### src/rtl/mac_seq_acc.sv
// mac_seq_acc: sequential multiply-accumulate engine.
// Takes one radix-2 multiplier step per clock: shift-add for unsigned
// operands, Booth radix-2 for signed. The product then goes into (or
// overwrites) a running accumulator, and accumulate overflow is detected.
// Optional feature: define MAC_SATURATE_EN to clamp the accumulator on
// overflow instead of letting it wrap modulo 2^ACC_WIDTH.
module mac_seq_acc #(
  parameter int DATA_WIDTH = 8,
  parameter int ACC_WIDTH  = 20
) (
  input  logic                  clk,
  input  logic                  rst_n,
  input  logic                  start,
  input  logic [DATA_WIDTH-1:0] m_in,
  input  logic [DATA_WIDTH-1:0] q_in,
  input  logic                  signed_mode,
  input  logic                  acc_en,
  input  logic                  clear,
  output logic [ACC_WIDTH-1:0]  product,
  output logic                  ready,
  output logic                  busy,
  output logic                  overflow
);

  localparam int PW = 2 * DATA_WIDTH;
  localparam int CW = $clog2(DATA_WIDTH + 1);

  localparam logic [1:0] IDLE = 2'd0;
  localparam logic [1:0] CALC = 2'd1;
  localparam logic [1:0] ACC  = 2'd2;

  if (DATA_WIDTH < 2) begin : g_dw_check
    $error("mac_seq_acc: DATA_WIDTH must be >= 2");
  end
  if (ACC_WIDTH < PW) begin : g_aw_check
    $error("mac_seq_acc: ACC_WIDTH must be >= 2*DATA_WIDTH");
  end

  logic [1:0]            state;
  logic [DATA_WIDTH-1:0] m_reg;
  logic [DATA_WIDTH:0]   a_reg;     // one guard bit so A +/- M cannot overflow
  logic [DATA_WIDTH-1:0] q_reg;
  logic                  qm1;       // Booth q[-1] bit
  logic                  sm_reg;
  logic                  ae_reg;
  logic [CW-1:0]         step_cnt;

  logic [DATA_WIDTH:0]   m_ext;
  logic [DATA_WIDTH:0]   a_sum;
  logic                  shift_in;
  logic [DATA_WIDTH:0]   a_nxt;
  logic [DATA_WIDTH-1:0] q_nxt;
  logic                  qm1_nxt;
  logic [PW-1:0]         mult_res;
  logic [ACC_WIDTH-1:0]  ext;
  logic [ACC_WIDTH:0]    sum;
  logic                  ovf_u;
  logic                  ovf_s;
  logic                  ovf;
  logic [ACC_WIDTH-1:0]  acc_val;
  logic                  last_step;

  assign busy      = (state == CALC) || (state == ACC);
  assign last_step = (step_cnt == CW'(DATA_WIDTH - 1));

  // One multiplier step: conditional add/subtract followed by a right shift of {A,Q,q-1}
  always_comb begin
    m_ext    = sm_reg ? {m_reg[DATA_WIDTH-1], m_reg} : {1'b0, m_reg};
    a_sum    = a_reg;
    if (sm_reg) begin
      case ({q_reg[0], qm1})
        2'b01:   a_sum = a_reg + m_ext;
        2'b10:   a_sum = a_reg - m_ext;
        default: a_sum = a_reg;
      endcase
    end else if (q_reg[0]) begin
      a_sum = a_reg + m_ext;
    end
    // Unsigned partial sums never set the guard bit after a shift, so a zero fill is exact
    shift_in = sm_reg ? a_sum[DATA_WIDTH] : 1'b0;
    {a_nxt, q_nxt, qm1_nxt} = {shift_in, a_sum, q_reg};
  end

  // Extend the finished product, form the accumulate sum and detect overflow
  always_comb begin
    mult_res = {a_reg[DATA_WIDTH-1:0], q_reg};
    ext      = sm_reg ? ACC_WIDTH'(signed'(mult_res)) : ACC_WIDTH'(mult_res);
    sum      = {1'b0, product} + {1'b0, ext};
    ovf_u    = sum[ACC_WIDTH];
    ovf_s    = (product[ACC_WIDTH-1] == ext[ACC_WIDTH-1]) &&
               (sum[ACC_WIDTH-1] != product[ACC_WIDTH-1]);
    ovf      = ae_reg && (sm_reg ? ovf_s : ovf_u);
    acc_val  = ext;
    if (ae_reg) begin
`ifdef MAC_SATURATE_EN
      if (ovf) begin
        if (!sm_reg)
          acc_val = '1;
        else if (product[ACC_WIDTH-1])
          acc_val = {1'b1, {(ACC_WIDTH-1){1'b0}}};
        else
          acc_val = {1'b0, {(ACC_WIDTH-1){1'b1}}};
      end else begin
        acc_val = sum[ACC_WIDTH-1:0];
      end
`else
      acc_val = sum[ACC_WIDTH-1:0];
`endif
    end
  end

  // Control FSM plus accumulator, ready and overflow state
  always_ff @(posedge clk or negedge rst_n) begin
    if (!rst_n) begin
      state    <= IDLE;
      product  <= '0;
      ready    <= 1'b0;
      overflow <= 1'b0;
    end else begin
      case (state)
        IDLE: begin
          // A same-cycle clear zeroes the accumulator before the new op lands on it
          if (clear) begin
            product  <= '0;
            overflow <= 1'b0;
          end
          if (start) begin
            ready <= 1'b0;
            state <= CALC;
          end
        end
        CALC: begin
          if (last_step)
            state <= ACC;
        end
        ACC: begin
          product <= acc_val;
          if (ovf)
            overflow <= 1'b1;
          ready <= 1'b1;
          state <= IDLE;
        end
        default: state <= IDLE;
      endcase
    end
  end

  // Operand latch on accept and per-cycle multiplier datapath update
  always_ff @(posedge clk or negedge rst_n) begin
    if (!rst_n) begin
      m_reg    <= '0;
      a_reg    <= '0;
      q_reg    <= '0;
      qm1      <= 1'b0;
      sm_reg   <= 1'b0;
      ae_reg   <= 1'b0;
      step_cnt <= '0;
    end else if (state == IDLE) begin
      if (start) begin
        m_reg    <= m_in;
        q_reg    <= q_in;
        a_reg    <= '0;
        qm1      <= 1'b0;
        sm_reg   <= signed_mode;
        ae_reg   <= acc_en;
        step_cnt <= '0;
      end
    end else if (state == CALC) begin
      a_reg    <= a_nxt;
      q_reg    <= q_nxt;
      qm1      <= qm1_nxt;
      step_cnt <= step_cnt + 1'b1;
    end
  end

endmodule

### config.mk
export PLATFORM = sky130hd
export DESIGN_NAME = mac_seq_acc
export DESIGN_NICKNAME = d
export VERILOG_FILES = /design/src/rtl/mac_seq_acc.sv
export SDC_FILE = /design/constraint.sdc
export NUM_CORES = 1
export LEC_CHECK = 0
export CORE_UTILIZATION = 63
export CTS_CLUSTER_SIZE = 14
export DETAILED_ROUTE_END_ITERATION = 10
export PLACE_DENSITY = 0.95
export SLEW_MARGIN = 20
export SYNTH_ARGS = -nofsm -noshare
export SYNTH_HDL_FRONTEND = slang
export SYNTH_SLANG_ARGS = --single-unit
### constraint.sdc
create_clock -name clk -period 4 [get_ports clk]
set_input_delay 0.6 -clock clk [delete_from_list [all_inputs] [get_ports clk]]
set_output_delay 0.6 -clock clk [all_outputs]
set_load 0.1 [all_outputs]
# After elaboration in Yosys (flattened, before gate mapping)
# Index checks and enable logic that the tools add are counted.
[classes]
add_sub_neg = 4
eq_ne = 11
muxes = 29
reduce_logical = 12
[op_table]
columns = ["op", "count"]
rows = [
  ["$mux 20", 3],
  ["$mux 9", 6],
  ["$pmux 20 s2", 1],
  ["$mux 8", 3],
  ["$add 20x20->21", 1],
  ["$pmux 9 s2", 1],
  ["$mux 4", 3],
  ["$reduce_and 2->1", 5],
  ["$add 9x9->9", 1],
  ["$sub 9x9->9", 1],
  ["$ne 2x2->1 const B", 4],
  ["$mux 1", 7],
  ["$add 4x1->4 const B", 1],
  ["$eq 2x1->1 const B", 2],
  ["$eq 2x2->1 const B", 2],
  ["$eq 4x3->1 const B", 1],
  ["$mux 2", 2],
  ["$pmux 1 s2", 2],
  ["$pmux 2 s2", 1],
  ["$reduce_bool 2->1", 2],
  ["$reduce_and 3->1", 1],
  ["$logic_and 1x1->1", 2],
  ["$logic_not 2->1", 1],
  ["$eq 1x1->1", 1],
  ["other kinds (2)", 2],
]
[totals]
ff_bits = 56
input_bits = 22
wordCells = 67

# Depth between registers and ports, before layout
[logic_depth]
depth_word = 8
depth_mapped = 11
depth_no_buf = 11

# Worst setup path before layout
# OpenSTA, ideal clock, no wires.
[synth_path]
path_type = "register to register"
from = "reg product[0]"
to = "reg product[18]"
setup_time_ns = 0.120
arrival_time_ns = 2.776
required_ns = 3.880
setup_slack_ns = 1.104
stages_incl_launch_ff = 11
path_buffers = 0
period_less_slack_ns = 2.896
cell_sequence = "dfrtp_1 > ha_1 > inv_1 > fa_1 > nor2b_4 > o2111ai_1 > nand2_2 > a211oi_4 > nor3b_1 > or4_1 > and3_1"
[synth_between]
elab_chain_len = 3
[synth_rtl]
columns = ["item", "line_no", "source"]
rows = [
  ["start: declaration", "19", "output logic [ACC_WIDTH-1:0] product,"],
  ["start signal: assignment", "137", "product <= acc_val;"],
  ["$add 20x20->21", "88", "sum = {1'b0, product} + {1'b0, ext};"],
  ["$mux 20", "94", "if (ae_reg) begin"],
  ["$pmux 20 s2", "120", "case (state)"],
]
# No other way between the ends.
# A chain may end at the register's enable or synchronous reset.

# Worst setup path in the final report
[layout_path]
from = "reg state[1]"
to = "out busy"
[layout_between]
elab_chain_len = 2
word_cells_on_any_way = 3
classes_between = "eq/ne (2); reduce/logical (1)"
[layout_rtl]
columns = ["item", "line_no", "source"]
rows = [
  ["start: declaration", "39", "logic [1:0] state;"],
  ["start signal: assignment", "115", "state <= IDLE;"],
  ["start signal: assignment", "129", "state <= CALC;"],
  ["start signal: assignment", "134", "state <= ACC;"],
  ["$eq 2x1->1 or $eq 2x2->1 (tied branches)", "63", "assign busy = (state == CALC) || (state == ACC);"],
  ["$logic_or 1x1->1 *", "63", ""],
  ["end: declaration", "21", "output logic busy,"],
]
# Mark *: on every way between the ends. The rest lies on a longest branch, timed or not.

==> results.json <==
{
  "die_area_mm2": 0.00736,
  "antenna_cells": 0,
  "multi_input_area_mm2": 0.00283,
  "crit_slowest_cell": "clkdlybuf4s50_1",
  "ys_seq_elements": 56,
  "cts_root_buf": "clkbuf_8",
  "yosysUniqueCellTypes": 57,
  "htree_levels": 2,
  "path_max_fanout": 3,
  "vias": 4085,
  "final.setup.tns_ns": 0,
  "ys_async_sr_fraction_pct": 100,
  "place_hpwl_um": 8170,
  "grt_pass1_vias": 3963,
  "worst_slack_ns": 1.23,
  "synth_top_area_cell": "dfrtp_1",
  "overflow": 0,
  "grt_setup_unrepaired": "no",
  "fillers": 513,
  "die_h_um": 85.8,
  "std_cell_rows": 30,
  "cts_hold_buf": 0,
  "cts_inserted_buffers": 5,
  "antenna_found_initial": 0,
  "cp_cell_sequence": "inv_1, ha_1, clkdlybuf4s50_1",
  "synth_top_area_share_pct": 31.7,
  "seq_area_mm2": 0.00140,
  "status": "completed",
  "drt_iter0_markers": 268,
  "syn-num-nets": 584,
  "cts_tree": "done",
  "period_minus_slack_ns": 2.77,
  "via_per_inst": 6.31,
  "cts_setup_buffers": 0,
  "cts_sinks": 56,
  "worstMarginPinSlew_ns": 1.00,
  "clk_pin_slew_ns": 0.10,
  "largest_reg_flops": 20,
  "cp.required_ns": 3.40,
  "drv_cap": 0,
  "drive_above_1_share_pct": 4.90,
  "ys.flop_type": "dfrtp_1",
  "synth_area_leaders": "dfrtp_1, ha_1, o21ai_0",
  "hold_class": "in -> async",
  "synth_enable_flop_cells": 0,
  "finalClockSkew_ns": 0.0132,
  "final_max_slew_viol_count": 0,
  "syn_inst": 517,
  "route.detailed.drc": 0,
  "final_antenna_net_count": 0,
  "hold_viol": 0,
  "cts_max_path_buffers": 2,
  "die_w_um": 85.8,
  "critPathKind": "reg -> out",
  "avgRoutedWirePerCell_um": 16.7,
  "synth_area_mm2": 0.00443,
  "critPathLaunchType": "register",
  "core_mm2": 0.00679,
  "area_delta_synth_final_pct": 13.1,
  "grt_pass1_wl_um": 18300,
  "fmax_ghz": 0.362,
  "slew_headroom_pct": 33.1,
  "place.gp.congestion": 0.949,
  "nNetsFinal": 618,
  "syn_avg_cell_area_um2": 8.56,
  "instances_no_fill": 647,
  "initial_utilization_pct": 65.1,
  "seq_area_frac_synth_pct": 31.7,
  "place_ws_ns": 1.08,
  "grt_max_degree": 37,
  "yosysWarningCount": 0,
  "post_cts_resize_count": 0,
  "io_pins": 45,
  "dr.pass1.iters": 5,
  "clock_latency_ns": 0.32,
  "finalCritPeriodShare_pct": 69.1,
  "io_buffers": 44,
  "cp-end-kind": "output pin",
  "cp_slowest_stage_delay_ns": 1.12,
  "dp_cells": 640,
  "hold_ws_ns": 0.348,
  "grt_usage_pct": 31.4,
  "setup_viol": 0,
  "wl_um": 10800,
  "cp.arrival_ns": 2.17
}
-- cells by family after synthesis --
logic type      synth area share, %
compound gates                 24.4
mux                            5.94
simple gates                   15.7
fa+ha+maj                      13.2
buf+inv                        4.52
flops                          31.7
xor+xnor                       4.55
-- layout by cell type, fill, tap and decap left out, drive strengths merged, types with 5 or more instances in the layout --
cell type      Yosys  layout
a211oi             6       6
a21o              10      10
a21oi             44      44
a22o               5       5
a31oi              5       5
and3               5       5
clkbuf            19       6
clkdlybuf4s50      0      43
dfrtp             56      56
ha                42      42
inv               33      33
mux2              10      10
mux2i             15      15
nand2             59      59
nand2b            11      11
nand3             11      11
nand4              7       7
nor2              31      31
nor2b              6       6
o21ai             52      52
o221ai             8       8
xnor2             15      15
xor2               8       8
-- routing by layer --
metal  global-route usage [%]  vias up  share of wire (%)
met5                        0        -                  0
met4                     12.4        0                3.0
met3                     4.52       39                5.2
met2                     54.1      165                 49
met1                     40.0     1945                 43
li1                         -     1936                  -
-- worst paths after layout --
kind                             startpoint  depth (start not counted)  slack (ns)     endpoint
worst max-delay path               state[1]                          3        1.23         busy
worst min-delay path                  rst_n                          1        0.35   product[5]
worst max register to register     state[1]                          9        1.26     a_reg[6]
worst min register to register  step_cnt[3]                          1        0.53  step_cnt[3]
max in group asynchronous             rst_n                          2        2.86     q_reg[7]
min in group clk                step_cnt[3]                          1        0.53  step_cnt[3]
-- through the flow --
stage | cell area [um^2] | util, %
3_5_place_dp | 4930 | 72.5
5_1_grt | 5010 | 73.7
3_3_place_gp | 4930 | 72.5
4_1_cts | 5000 | 73.7
6_report | 5010 | 73.7
2_1_floorplan | 4430 | -
-- synth_stat cells, drive strengths merged (2+ instances only) --
cell type  instances
or4                2
fa                 3
o21a               4
nand2             59
nand3             11
o31ai              2
nand2b            11
a221oi             2
a21o              10
nor3               3
and3               5
nor4               3
mux2              10
clkbuf            19
nor2              31
a32oi              4
a221o              2
a211o              2
a22oi              4
and2               3
nand4              7
a21oi             44
o21bai             2
or3                3
ha                42
o211ai             4
o221ai             8
xnor2             15
inv               33
o21ai             52
a22o               5
a211oi             6
a41oi              2
mux2i             15
dfrtp             56
xor2               8
nor2b              6
a31oi              5
-- critical path, delay by kind of cell (launching register included) --
kind	cells	cell delay, ns
buffers and inverters	2	1.20
flip-flops	1	0.39
adder cells (fa/ha/maj)	1	0.27
-- layout make-up --
| class | count | area share, % |
|---|---|---|
| repair buffers | 47 | 9.15 |
| clock buffers | 6 | 1.45 |
| clock inverters | 1 | 0.100 |
| multi-input cells | 408 | 56.4 |
| inverters | 33 | 2.47 |
| flip-flops and latches | 56 | 28.0 |
| well taps | 96 | 2.40 |
Power is not shown: default switching activity piles up to over one toggle a cycle in this logic, so the estimate is an artifact.
